## src/rtl/clkdiv_pkg.sv

```systemverilog
// Shared definitions for the divide-by-6 clock divider, its health monitor
// and their benches.
package clkdiv_pkg;
  localparam int DIV_RATIO = 6;
  localparam int CW_DEF    = 8;

  typedef enum logic [2:0] {
    ST_IDLE, ST_ACQ, ST_TRACK, ST_LOCKED, ST_STUCK
  } mon_state_e;

  function automatic logic within_tol(input int v, input int e, input int t);
    return (v >= e - t) && (v <= e + t);
  endfunction
endpackage

```

## src/rtl/clk_div_monitor_edge_det.sv

```systemverilog
// Two-flop sampler of a clk-synchronous level; flags rising and falling
// transitions one cycle after they are captured.
module edge_det (
  input  logic clk,
  input  logic rstn,
  input  logic i_d,
  output logic o_rise,
  output logic o_fall
);
  logic r_d1, r_d2;

  always_ff @(posedge clk or negedge rstn) begin
    if (!rstn) begin
      r_d1 <= 1'b0;
      r_d2 <= 1'b0;
    end else begin
      r_d1 <= i_d;
      r_d2 <= r_d1;
    end
  end

  assign o_rise = r_d1 & ~r_d2;
  assign o_fall = ~r_d1 & r_d2;
endmodule

```

## src/rtl/clk_div_monitor.sv

```systemverilog
// Measures high time and period of a divided clock sampled as data and
// reports lock, per-period errors, a sticky error and a stuck-clock state.
module clk_div_monitor
  import clkdiv_pkg::*;
#(
  parameter int EXP_PERIOD = DIV_RATIO,
  parameter int EXP_HIGH   = DIV_RATIO / 2,
  parameter int TOL        = 0,
  parameter int LOCK_CNT   = 4,
  parameter int TIMEOUT    = 64,
  parameter int CW         = CW_DEF
) (
  input  logic          clk,
  input  logic          rstn,
  input  logic          div_in,
  input  logic          clr,
  output logic          meas_valid,
  output logic [CW-1:0] meas_period,
  output logic [CW-1:0] meas_high,
  output logic          locked,
  output logic          err,
  output logic          err_sticky,
  output logic          stuck
);
  localparam logic [CW-1:0] SAT = '1;
  localparam logic [CW-1:0] TMO = CW'(TIMEOUT);

  logic          w_rise, w_fall, w_edge;
  logic [CW-1:0] r_seg, r_hi, r_gcnt, w_gcnt_nxt, w_gcnt_inc, w_period;
  logic [CW:0]   w_sum;
  logic          w_good, w_tmo, w_eval, w_err_ev;
  logic          r_mvalid, r_err, r_sticky;
  logic [CW-1:0] r_mper, r_mhigh;
  mon_state_e    r_state, w_nxt;

  edge_det u_edge (
    .clk   (clk),
    .rstn  (rstn),
    .i_d   (div_in),
    .o_rise(w_rise),
    .o_fall(w_fall)
  );

  assign w_edge     = w_rise | w_fall;
  assign w_sum      = {1'b0, r_hi} + {1'b0, r_seg};
  assign w_period   = w_sum[CW] ? SAT : w_sum[CW-1:0];
  // A clamped period means the real length is unknown, so it can never pass.
  assign w_good     = (w_period != SAT)
                   && within_tol(int'(w_period), EXP_PERIOD, TOL)
                   && within_tol(int'(r_hi), EXP_HIGH, TOL);
  assign w_tmo      = !w_edge && (r_seg == TMO) && (r_state != ST_IDLE);
  assign w_gcnt_inc = r_gcnt + CW'(1);

  always_ff @(posedge clk or negedge rstn) begin
    if (!rstn) begin
      r_seg <= '0;
      r_hi  <= '0;
    end else begin
      if (w_edge)            r_seg <= CW'(1);
      else if (r_seg != SAT) r_seg <= r_seg + CW'(1);
      if (w_fall)            r_hi  <= r_seg;
    end
  end

  always_comb begin
    w_nxt      = r_state;
    w_gcnt_nxt = r_gcnt;
    w_eval     = 1'b0;
    w_err_ev   = 1'b0;
    case (r_state)
      ST_IDLE, ST_STUCK: if (w_rise) w_nxt = ST_ACQ;
      ST_ACQ, ST_TRACK, ST_LOCKED: begin
        if (w_rise) begin
          w_eval = 1'b1;
          if (!w_good) begin
            w_gcnt_nxt = '0;
            w_err_ev   = 1'b1;
            w_nxt      = ST_TRACK;
          end else if (r_state != ST_LOCKED) begin
            w_gcnt_nxt = w_gcnt_inc;
            w_nxt      = (int'(w_gcnt_inc) >= LOCK_CNT) ? ST_LOCKED : ST_TRACK;
          end
        end
      end
      default: w_nxt = ST_IDLE;
    endcase
    if (w_tmo) begin
      w_nxt      = ST_STUCK;
      w_gcnt_nxt = '0;
      w_err_ev   = 1'b1;
    end
    // clr drops any same-cycle measurement but still lets err pulse.
    if (clr) begin
      w_nxt      = ST_IDLE;
      w_gcnt_nxt = '0;
      w_eval     = 1'b0;
    end
  end

  always_ff @(posedge clk or negedge rstn) begin
    if (!rstn) begin
      r_state  <= ST_IDLE;
      r_gcnt   <= '0;
      r_mvalid <= 1'b0;
      r_mper   <= '0;
      r_mhigh  <= '0;
      r_err    <= 1'b0;
      r_sticky <= 1'b0;
    end else begin
      r_state  <= w_nxt;
      r_gcnt   <= w_gcnt_nxt;
      r_mvalid <= w_eval;
      r_err    <= w_err_ev;
      r_sticky <= clr ? 1'b0 : (r_sticky | w_err_ev);
      if (w_eval) begin
        r_mper  <= w_period;
        r_mhigh <= r_hi;
      end
    end
  end

  assign meas_valid  = r_mvalid;
  assign meas_period = r_mper;
  assign meas_high   = r_mhigh;
  assign err         = r_err;
  assign err_sticky  = r_sticky;
  assign locked      = (r_state == ST_LOCKED);
  assign stuck       = (r_state == ST_STUCK);
endmodule

```

## config.mk

```make
export PLATFORM = sky130hd
export DESIGN_NAME = clk_div_monitor
export DESIGN_NICKNAME = d
export VERILOG_FILES = /design/src/rtl/clkdiv_pkg.sv /design/src/rtl/clk_div_monitor_edge_det.sv /design/src/rtl/clk_div_monitor.sv
export SDC_FILE = /design/constraint.sdc
export NUM_CORES = 1
export LEC_CHECK = 0
export CAP_MARGIN = 10
export CORE_UTILIZATION = 60
export CTS_CLUSTER_DIAMETER = 50
export DETAILED_ROUTE_END_ITERATION = 10
export GPL_TIMING_DRIVEN = 0
export PLACE_DENSITY = 0.79
export SYNTH_ARGS = -nofsm -noshare
export SYNTH_HDL_FRONTEND = slang
export SYNTH_SLANG_ARGS = --single-unit
export TNS_END_PERCENT = 30
```

## constraint.sdc

```tcl
create_clock -name clk -period 7.4 [get_ports clk]
set_input_delay 1.11 -clock clk [delete_from_list [all_inputs] [get_ports clk]]
set_output_delay 1.11 -clock clk [all_outputs]
set_load 0.03 [all_outputs]
```

; ---- Word-level counts from Yosys, hierarchy flattened
; Cells that the tools add are included.
[totals]
inputBits = 4
register_bits = 48
output_inout_bits = 21
wordCells = 78
[classes]
bitwise_logic = 6
n_addsub = 3
n_lt_le_gt_ge = 5
muxes = 25
eq_ne = 12
n_reduce_logical = 16
[op_table]
columns = operator, count
row1 = 8-bit 2-to-1 mux, 9
row2 = 3-bit 2-to-1 mux, 6
row3 = "8-bit by 1-bit adder with 8-bit output, second input constant", 2
row4 = "8-bit by 3-bit greater-or-equal comparator with 1-bit output, second input constant", 2
row5 = "8-bit inequality test, second input constant", 2
row6 = 8-bit by 8-bit adder with 9-bit output, 1
row7 = 1-bit 2-to-1 mux, 9
row8 = 3-bit nonzero test, 3
row9 = "8-bit by 7-bit == test with 1-bit output, second input constant", 1
row10 = "8-bit by 2-bit greater-or-equal comparator with 1-bit output, second input constant", 1
row11 = "8-bit by 2-bit less-or-equal comparator with 1-bit output, second input constant", 1
row12 = "8-bit by 3-bit less-or-equal comparator with 1-bit output, second input constant", 1
row13 = "4-bit inequality test, second input constant", 2
row14 = "3-bit by 2-bit == test with 1-bit output, second input constant", 2
row15 = 1-bit logical AND, 6
row16 = 3-bit case mux with 2 select lines, 1
row17 = 3-bit AND reduction, 2
row18 = "5-bit inequality test, second input constant", 1
row19 = "4-bit by 2-bit inequality test with 1-bit output, second input constant", 1
row20 = "3-bit by 1-bit == test with 1-bit output, second input constant", 1
row21 = "3-bit == test, second input constant", 1
row22 = 3-bit zero test, 1
row23 = "3-bit by 2-bit inequality test with 1-bit output, second input constant", 1
row24 = 3-bit OR reduction, 1
row25 = 6 further kinds, 9

; ---- Depth between registers and ports, before layout
; Gate-level depths: netlist of run 1.
[logic_depth]
ltp_word = 12
ltp_mapped = 9
mapped_depth_nobuf = 8

; ---- Cells and area by module
; A second synthesis of run 1 with hierarchy kept.
[hier_totals]
cells_unflattened = 259
hier_area_um2 = 2651.3
[modules_own_cells]
columns = mod, cells_per_inst, n_inst, seq_area_each_um2, area_per_inst_um2
row1 = clk_div_monitor, 255, 1, 1151.1, 2586.2
row2 = edge_det, 4, 1, 50.0, 65.1

; ---- Least setup slack after synthesis of run 1
; No wires, ideal clock.
[synth_path]
path_kind = register to register
from = register r_seg[0]
to = register r_gcnt[0]
path_stages_with_launch = 9
path_buffers = 0
path_slack_ns = 4.797
arrival_time_ns = 2.520
period_less_slack_ns = 2.603
cell_sequence = dfrtp_1 -> ha_1 -> fa_1 -> a21o_2 -> a2111oi_4 -> o221ai_1 -> nor4_1 -> a21oi_2 -> o21ai_0
[synth_between]
elab_chain_len = 11
word_cells_on_any_way = 20
classes_between = add/sub: 1 / order compare: 2 / eq/ne: 3 / mux: 6 / reduce/logical: 8
[synth_lines]
columns = item, line_no
row1 = start: declaration, clk_div_monitor.sv:29  ; logic [CW-1:0] r_seg, r_hi, r_gcnt, w_gcnt_nxt, w_gcnt_inc, w_period;
row2 = start signal: assignment, clk_div_monitor.sv:60  ; else if (r_seg != SAT) r_seg <= r_seg + CW'(1);
row3 = 8-bit by 8-bit adder with 9-bit output, clk_div_monitor.sv:45  ; assign w_sum = {1'b0, r_hi} + {1'b0, r_seg};
row4 = 8-bit 2-to-1 mux, clk_div_monitor.sv:46  ; assign w_period = w_sum[CW] ? SAT : w_sum[CW-1:0];
row5 = 8-bit by 3-bit greater-or-equal comparator with 1-bit output or 8-bit by 3-bit less-or-equal comparator with 1-bit output (tied branches), clkdiv_pkg.sv:12  ; return (v >= e - t) && (v <= e + t);
row6 = 1-bit logical AND, clkdiv_pkg.sv:12
row7 = 1-bit logical AND, clk_div_monitor.sv:49  ; && within_tol(int'(w_period), EXP_PERIOD, TOL)
row8 = 1-bit logical AND, clk_div_monitor.sv:50  ; && within_tol(int'(r_hi), EXP_HIGH, TOL);
row9 = 8-bit 2-to-1 mux, clk_div_monitor.sv:75  ; if (!w_good) begin
row10 = 8-bit 2-to-1 mux, clk_div_monitor.sv:73  ; if (w_rise) begin
row11 = 8-bit 2-to-1 mux, clk_div_monitor.sv:70  ; case (r_state)
row12 = 8-bit 2-to-1 mux, clk_div_monitor.sv:87  ; if (w_tmo) begin
row13 = 8-bit 2-to-1 mux, clk_div_monitor.sv:93  ; if (clr) begin
row14 = end signal: assignment, clk_div_monitor.sv:111  ; r_gcnt <= w_gcnt_nxt;
row15 = end: declaration, clk_div_monitor.sv:29
; Several ways; a longest one is shown, not always the timed one. The select of a mux whose other input is x is not followed.
; A chain may end at the register's enable or synchronous reset.

; ---- Final worst setup path of run 1
[layout_path]
from = register r_seg[0]
to = register r_gcnt[4]
; The elaborated chain is that of the path after synthesis.

==> results.sh, run 1 <==
export IMPL_outcome="completed"
export IMPL_worstPathArrival_ps=3300
export IMPL_seq_area_frac_synth_pct=43.0
export IMPL_cts_sinks=48
export IMPL_synthArstFlopShare_pct=100
export IMPL_synthTopCellsByArea="dfrtp_1, mux2_2, ha_1, nor2_1, o21ai_0"
export IMPL_initial_core_util_pct=63.2
export IMPL_syn_inst=281
export IMPL_clockRootBuffer="clkbuf_8"
export IMPL_ys_ff_latch=48
export IMPL_cts_resized=0
export IMPL_crit_fanout=8
export IMPL_rows=24
export IMPL_cts_tree="done"
export IMPL_cap_violations=0
export IMPL_grt_use_total_pct=25.3
export IMPL_gp_congestion=0.852
export IMPL_ant_nets=0
export IMPL_wirelength_um=5710
export IMPL_max_freq_mhz=325
export IMPL_die_area_mm2=0.00493
export IMPL_clk_latency_ps=300
export IMPL_mappedNetlistArea_mm2=0.00279
export IMPL_drive_above_1_share_pct=14.1
export IMPL_holdWs_ps=410
export IMPL_io_pins=25
export IMPL_hold_path_class="reg -> reg"
export IMPL_grt_pass1_vias=2064
export IMPL_avgSynthCellArea_um2=9.93
export IMPL_antenna_found_initial=0
export IMPL_synth_fp_nets=300
export IMPL_worst_pin_slew_ps=620
export IMPL_power_per_cell_area_mw_per_mm2=210
export IMPL_synth_edf_count=0
export IMPL_syn2layout_area_growth_pct=14.4
export IMPL_fin_skew_ps=8.35
export IMPL_synthDistinctLibCells=56
export IMPL_endpoint_kind="flop"
export IMPL_drc=0
export IMPL_required_ps=7620
export IMPL_p_leak_nw=1.46
export IMPL_slew_headroom_pct=58.7
export IMPL_viasPerCell=6.05
export IMPL_gr_total_overflow=0
export IMPL_die_w_um=70.2
export IMPL_htreeDepth=2
export IMPL_clock_path_buffers=2
export IMPL_postLayoutCoreUtil_pct=72.3
export IMPL_drt_pass1_iterations=4
export IMPL_hold_viol_final=0
export IMPL_maxSlewViolCount=0
export IMPL_hold_buffers=0
export IMPL_rsz0062_at_grt="no"
export IMPL_synth_top_area_share_pct=43.0
export IMPL_yosysWarnings=0
export IMPL_drtIter0Drc=132
export IMPL_fin_nets=332
export IMPL_timing_setup_tns_ps=0
export IMPL_worst_ir_drop_vdd_mv=0.232
export IMPL_dp_hpwl_um=4270
export IMPL_start_kind="flop"
export IMPL_grt_max_degree=30
export IMPL_antenna_cells=0
export IMPL_fin_crit_ps=3080
export IMPL_synth_top_area_cell="dfrtp_1"
export IMPL_coreArea_mm2=0.00441
export IMPL_die_y_um=70.2
export IMPL_io_buffers=24
export IMPL_min_period_over_period_pct=41.6
export IMPL_post_cts_buffers=0
export IMPL_synth_flop_cell="dfrtp_1"
export IMPL_clkTransAtPathRegs_ps=90
export IMPL_post_drt_wl_per_cell_um=15.7
export IMPL_grt_pass1_wl_um=9810
export IMPL_routed_via_count=2208
export IMPL_setup_viol=0
export IMPL_cts_made_buffers=5
export IMPL_path_class="reg -> reg"
area by class of cell:
| class | count | area, µm² |
|---|---|---|
| repair buffers | 25 | 255 |
| fillers | 338 | 1220 |
| multi-input cells | 205 | 1470 |
| clock inverters | 2 | 12.5 |
| clock buffers | 5 | 68.8 |
| well taps | 52 | 65.1 |
| inverters | 18 | 67.6 |
| flip-flops and latches | 48 | 1200 |
| plain buffers | 10 | 56.3 |
worst paths after layout:
kind                                  startpoint                     to  slack (ps)  cells past startpoint
hold / removal             u_edge.r_d1$_DFF_PN0_  u_edge.r_d2$_DFF_PN0_         410                      0
min in group asynchronous                   rstn  r_gcnt[2]$_DFFE_PN0P_         750                      1
hold reg to reg            u_edge.r_d1$_DFF_PN0_  u_edge.r_d2$_DFF_PN0_         410                      0
setup / recovery            r_seg[0]$_DFFE_PN0P_  r_gcnt[4]$_DFFE_PN0P_        4320                      8
max in group asynchronous                   rstn    r_hi[4]$_DFFE_PN0P_        6140                      2
setup reg to reg            r_seg[0]$_DFFE_PN0P_  r_gcnt[4]$_DFFE_PN0P_        4320                      8
synthesized netlist by cell type, types with 5 or more instances:
cell type	n
a21oi_1	11
a31oi_1	6
and2_1	5
dfrtp_1	48
ha_1	14
inv_1	18
mux2_2	18
nand2_1	17
nand3_1	12
nand4_1	6
nor2_1	27
nor3_1	6
o211ai_1	8
o21ai_0	16
cell families (layout without fill, tap and decap cells):
family          Yosys count  after routing  synth area share, %
mux                      18             18                 7.26
xor+xnor                  6              6                 1.88
fa+ha+maj                15             15                 6.99
flops                    48             48                 43.0
buf+inv                  28             60                 4.44
simple gates             99             99                 18.6
compound gates           67             67                 17.8
layout by cell type (no fill, tap or decap), drive strengths merged, types with 5 or more instances in the layout:
cell type       n
dfrtp          48
clkdlybuf4s50  23
o211ai          8
nand2          17
buf             5
nand4           6
and2            5
inv            18
nor2           27
o21ai          18
nor3            7
ha             14
nand3          12
clkbuf         11
a21oi          12
mux2           18
a31oi           6
stage by stage:
stage | instance area (µm²) | std cells | power [mW] | setup slack, ps
floorplan | 2790 | 281 | 0.451 | 4800
global placement | 3100 | 357 | 0.518 | 3910
detailed placement | 3110 | 358 | 0.525 | 4410
CTS | 3190 | 365 | 0.675 | 4340
global route | 3190 | 365 | 0.706 | 4160
finish | 3190 | 365 | 0.671 | 4320
state kept, by name (all words and copies together), names as in the netlist:
register	cells
r_gcnt	8
r_seg	8
err	1
meas_valid	1
meas_high	8
r_state	3
err_sticky	1
meas_period	8
u_edge.r_d1	1
r_hi	8
u_edge.r_d2	1
critical path, cell delays in order (launching register included):
cell and delay (ps):
dfrtp_1 470, ha_1 290, fa_1 450, a21o_2 270, a2111oi_4 360, o221ai_1 280
nor3_2 570, o211ai_1 170, o21ai_0 130
routing by layer:
layer / up-vias / GRT usage (%) / routed length, µm
li1: 1083 / - / -
met1: 1061 / 34.7 / 2660
met2: 57 / 41.8 / 2730
met3: 7 / 3.90 / 252
met4: 0 / 7.33 / 63
met5: - / 0 / 0
power by group:
group	internal [mW]	leakage [nW]	switching [mW]	total, mW
combinational	0.0901	0.772	0.116	0.206
sequential	0.290	0.646	0.0242	0.314
clock	0.0641	0.0400	0.0861	0.150
Note: power is estimated with default switching activity, not from simulation.
==> run 2, diff against run 1 <==
--- a/config.mk
+++ b/config.mk
@@ -6,11 +6,11 @@
 export NUM_CORES = 1
 export LEC_CHECK = 0
 export CAP_MARGIN = 10
-export CORE_UTILIZATION = 60
+export CORE_UTILIZATION = 52
 export CTS_CLUSTER_DIAMETER = 50
 export DETAILED_ROUTE_END_ITERATION = 10
 export GPL_TIMING_DRIVEN = 0
-export PLACE_DENSITY = 0.79
+export PLACE_DENSITY = 0.72
 export SYNTH_ARGS = -nofsm -noshare
 export SYNTH_HDL_FRONTEND = slang
 export SYNTH_SLANG_ARGS = --single-unit
==> constraint.sdc (replaced) <==
create_clock -name clk -period 2.65 [get_ports clk]
set_input_delay 0.3975 -clock clk [delete_from_list [all_inputs] [get_ports clk]]
set_output_delay 0.3975 -clock clk [all_outputs]
set_load 0.03 [all_outputs]
==> run 2 against run 1 <==
  * Combinational power increased to 3.3 times the previous value
  * Utilization decreased by 3.7 points
  * Clock power increased to 3.0 times the previous value
  * Sequential share of layout area decreased by 3.4 points
  * Hold slack got worse by 380 ps
  * The flow now finishes with violations (setup timing)
  * Sequential power increased to 2.8 times the previous value
  * Fmax increased by 14%
  * First-iteration DRC count decreased by 27%
  * Register-to-register slack got worse by 4400 ps
  * Via count increased by 2.4%
  * Routed wire length increased by 11%
==> results.sh, run 2 (synthesis results as in run 1) <==
export IMPL_outcome="finished with violations"
export IMPL_failed_checks="setup timing"
export IMPL_start_kind="flop"
export IMPL_min_period_over_period_pct=102
export IMPL_p_leak_nw=1.58
export IMPL_fin_nets=353
export IMPL_worstPathArrival_ps=2910
export IMPL_antenna_found_initial=0
export IMPL_clkTransAtPathRegs_ps=90
export IMPL_syn2layout_area_growth_pct=26.4
export IMPL_multi_input_comb_area_mm2=0.00159
export IMPL_grt_pass1_wl_um=9950
export IMPL_drc=0
export IMPL_die_y_um=75.3
export IMPL_clock_path_buffers=2
export IMPL_viasPerCell=5.58
export IMPL_endpoint_kind="flop"
export IMPL_power_per_cell_area_mw_per_mm2=574
export IMPL_clockRootBuffer="clkbuf_8"
export IMPL_timing_rr_end="r_gcnt[7]$_DFFE_PN0P_"
export IMPL_path_class="reg -> reg"
export IMPL_gp_congestion=0.869
export IMPL_cts_made_buffers=5
export IMPL_max_freq_mhz=369
export IMPL_fin_crit_ps=2710
export IMPL_rows=26
export IMPL_r2r_setup_slack_ps=-60
export IMPL_grt_max_degree=31
export IMPL_reg2reg_from="r_seg[0]$_DFFE_PN0P_"
export IMPL_grt_use_total_pct=23.6
export IMPL_drtIter0Drc=96
export IMPL_timing_setup_tns_ps=-357
export IMPL_slew_headroom_pct=58.9
export IMPL_setup_viol=9
export IMPL_dp_hpwl_um=4230
export IMPL_antenna_cells=0
export IMPL_power_mw=2.02
export IMPL_fill_cells=434
export IMPL_regArea_mm2=0.00121
export IMPL_cts_sinks=48
export IMPL_required_ps=2840
export IMPL_routed_via_count=2261
export IMPL_hold_viol_final=0
export IMPL_die_area_mm2=0.00566
export IMPL_final_common_cell="dfrtp_1"
export IMPL_cap_violations=0
export IMPL_hold_buffers=0
export IMPL_gr_total_overflow=0
export IMPL_fin_skew_ps=3.64
export IMPL_htreeDepth=2
export IMPL_worst_pin_slew_ps=617
export IMPL_hold_path_class="in -> async"
export IMPL_crit_fanout=7
export IMPL_maxSlewViolCount=0
export IMPL_initial_core_util_pct=54.3
export IMPL_ant_nets=0
export IMPL_worst_ir_drop_vdd_mv=0.579
export IMPL_cp_startpoint="r_seg[0]$_DFFE_PN0P_"
export IMPL_rsz0062_at_grt="yes"
export IMPL_io_pins=25
export IMPL_layout_common_cells="dfrtp_1, nor2_1, clkdlybuf4s50_1, inv_1, mux2_2"
export IMPL_drive_above_1_share_pct=25.7
export IMPL_cts_tree="done"
export IMPL_grt_pass1_vias=2095
export IMPL_wirelength_um=6370
export IMPL_io_buffers=24
export IMPL_rr_worst_depth=12
export IMPL_coreArea_mm2=0.00514
export IMPL_clk_latency_ps=310
export IMPL_post_drt_wl_per_cell_um=15.7
export IMPL_die_w_um=75.3
export IMPL_drt_pass1_iterations=4
export IMPL_setup_slack_ps=-62.4
-- run 2: cell count changes in the layout (fill, tap and decap cells not counted), sizes merged --
cell	before	now
clkbuf	11	12
clkinvlp	1	0
clkinv	1	2
buf	5	26
-- run 2: critical path, stage by stage, from the launching register on --
cell	delay, ps
dfrtp_2	450
ha_4	180
fa_2	420
a21o_4	240
a2111oi_4	340
buf_4	190
buf_6	100
a2bb2oi_4	210
buf_6	130
nor3_4	30
buf_6	140
o211ai_1	70
o21ai_1	90
-- run 2: layout make-up --
class	instances	share of cell area [%]
Clock inverter	2	0.284
Inverter	18	1.92
Clock buffer	6	2.34
Timing Repair Buffer	46	12.2
Buffer	10	1.60
Tap cell	70	2.48
Multi-Input combinational cell	205	45.0
Sequential cell	48	34.2
-- run 2: worst max-delay path by stage --
stage | endpoint | slack, ps | cells past startpoint
CTS | err_sticky$_DFF_PN0_ | -5 | 9
global route | r_gcnt[4]$_DFFE_PN0P_ | -120 | 12
detailed placement | r_gcnt[7]$_DFFE_PN0P_ | -390 | 8
global placement | r_gcnt[4]$_DFFE_PN0P_ | -340 | 8
floorplan | r_gcnt[0]$_DFFE_PN0P_ | 50 | 8
finish | r_gcnt[7]$_DFFE_PN0P_ | -60 | 12
-- run 2: power by group --
| group | leakage (nW) | internal (mW) | switching [mW] |
|---|---|---|---|
| clock network | 0.0510 | 0.209 | 0.248 |
| logic | 0.893 | 0.323 | 0.367 |
| registers | 0.639 | 0.811 | 0.0663 |
| total | 1.58 | 1.34 | 0.682 |
-- run 2: metrics by stage --
step                      instances  worst slack (ps)  utilization, %  cell area [µm²]  hold WS (ps)
after global placement          375              -341            60.7             3120           391
after detailed placement        376              -387            61.0             3130           375
after global routing            405              -117            68.6             3530          58.6
final                           405             -62.4            68.6             3530          29.7
after floorplan                 281              47.1               -             2790           102
after CTS                       394             -5.04            65.6             3370          36.7
-- run 2: layer usage --
metal  wire length [µm]  GRT usage, %
met5                  0             0
met1               2940          31.5
met4                 91          8.02
met3                246          4.82
met2               3080          38.5
-- run 2: timing repair --
action	4_1_cts	5_1_grt
buffers inserted	9	11
pin swaps	11	13
gates resized for setup	17	23
gates cloned	1	0
setup endpoints to repair	11	11
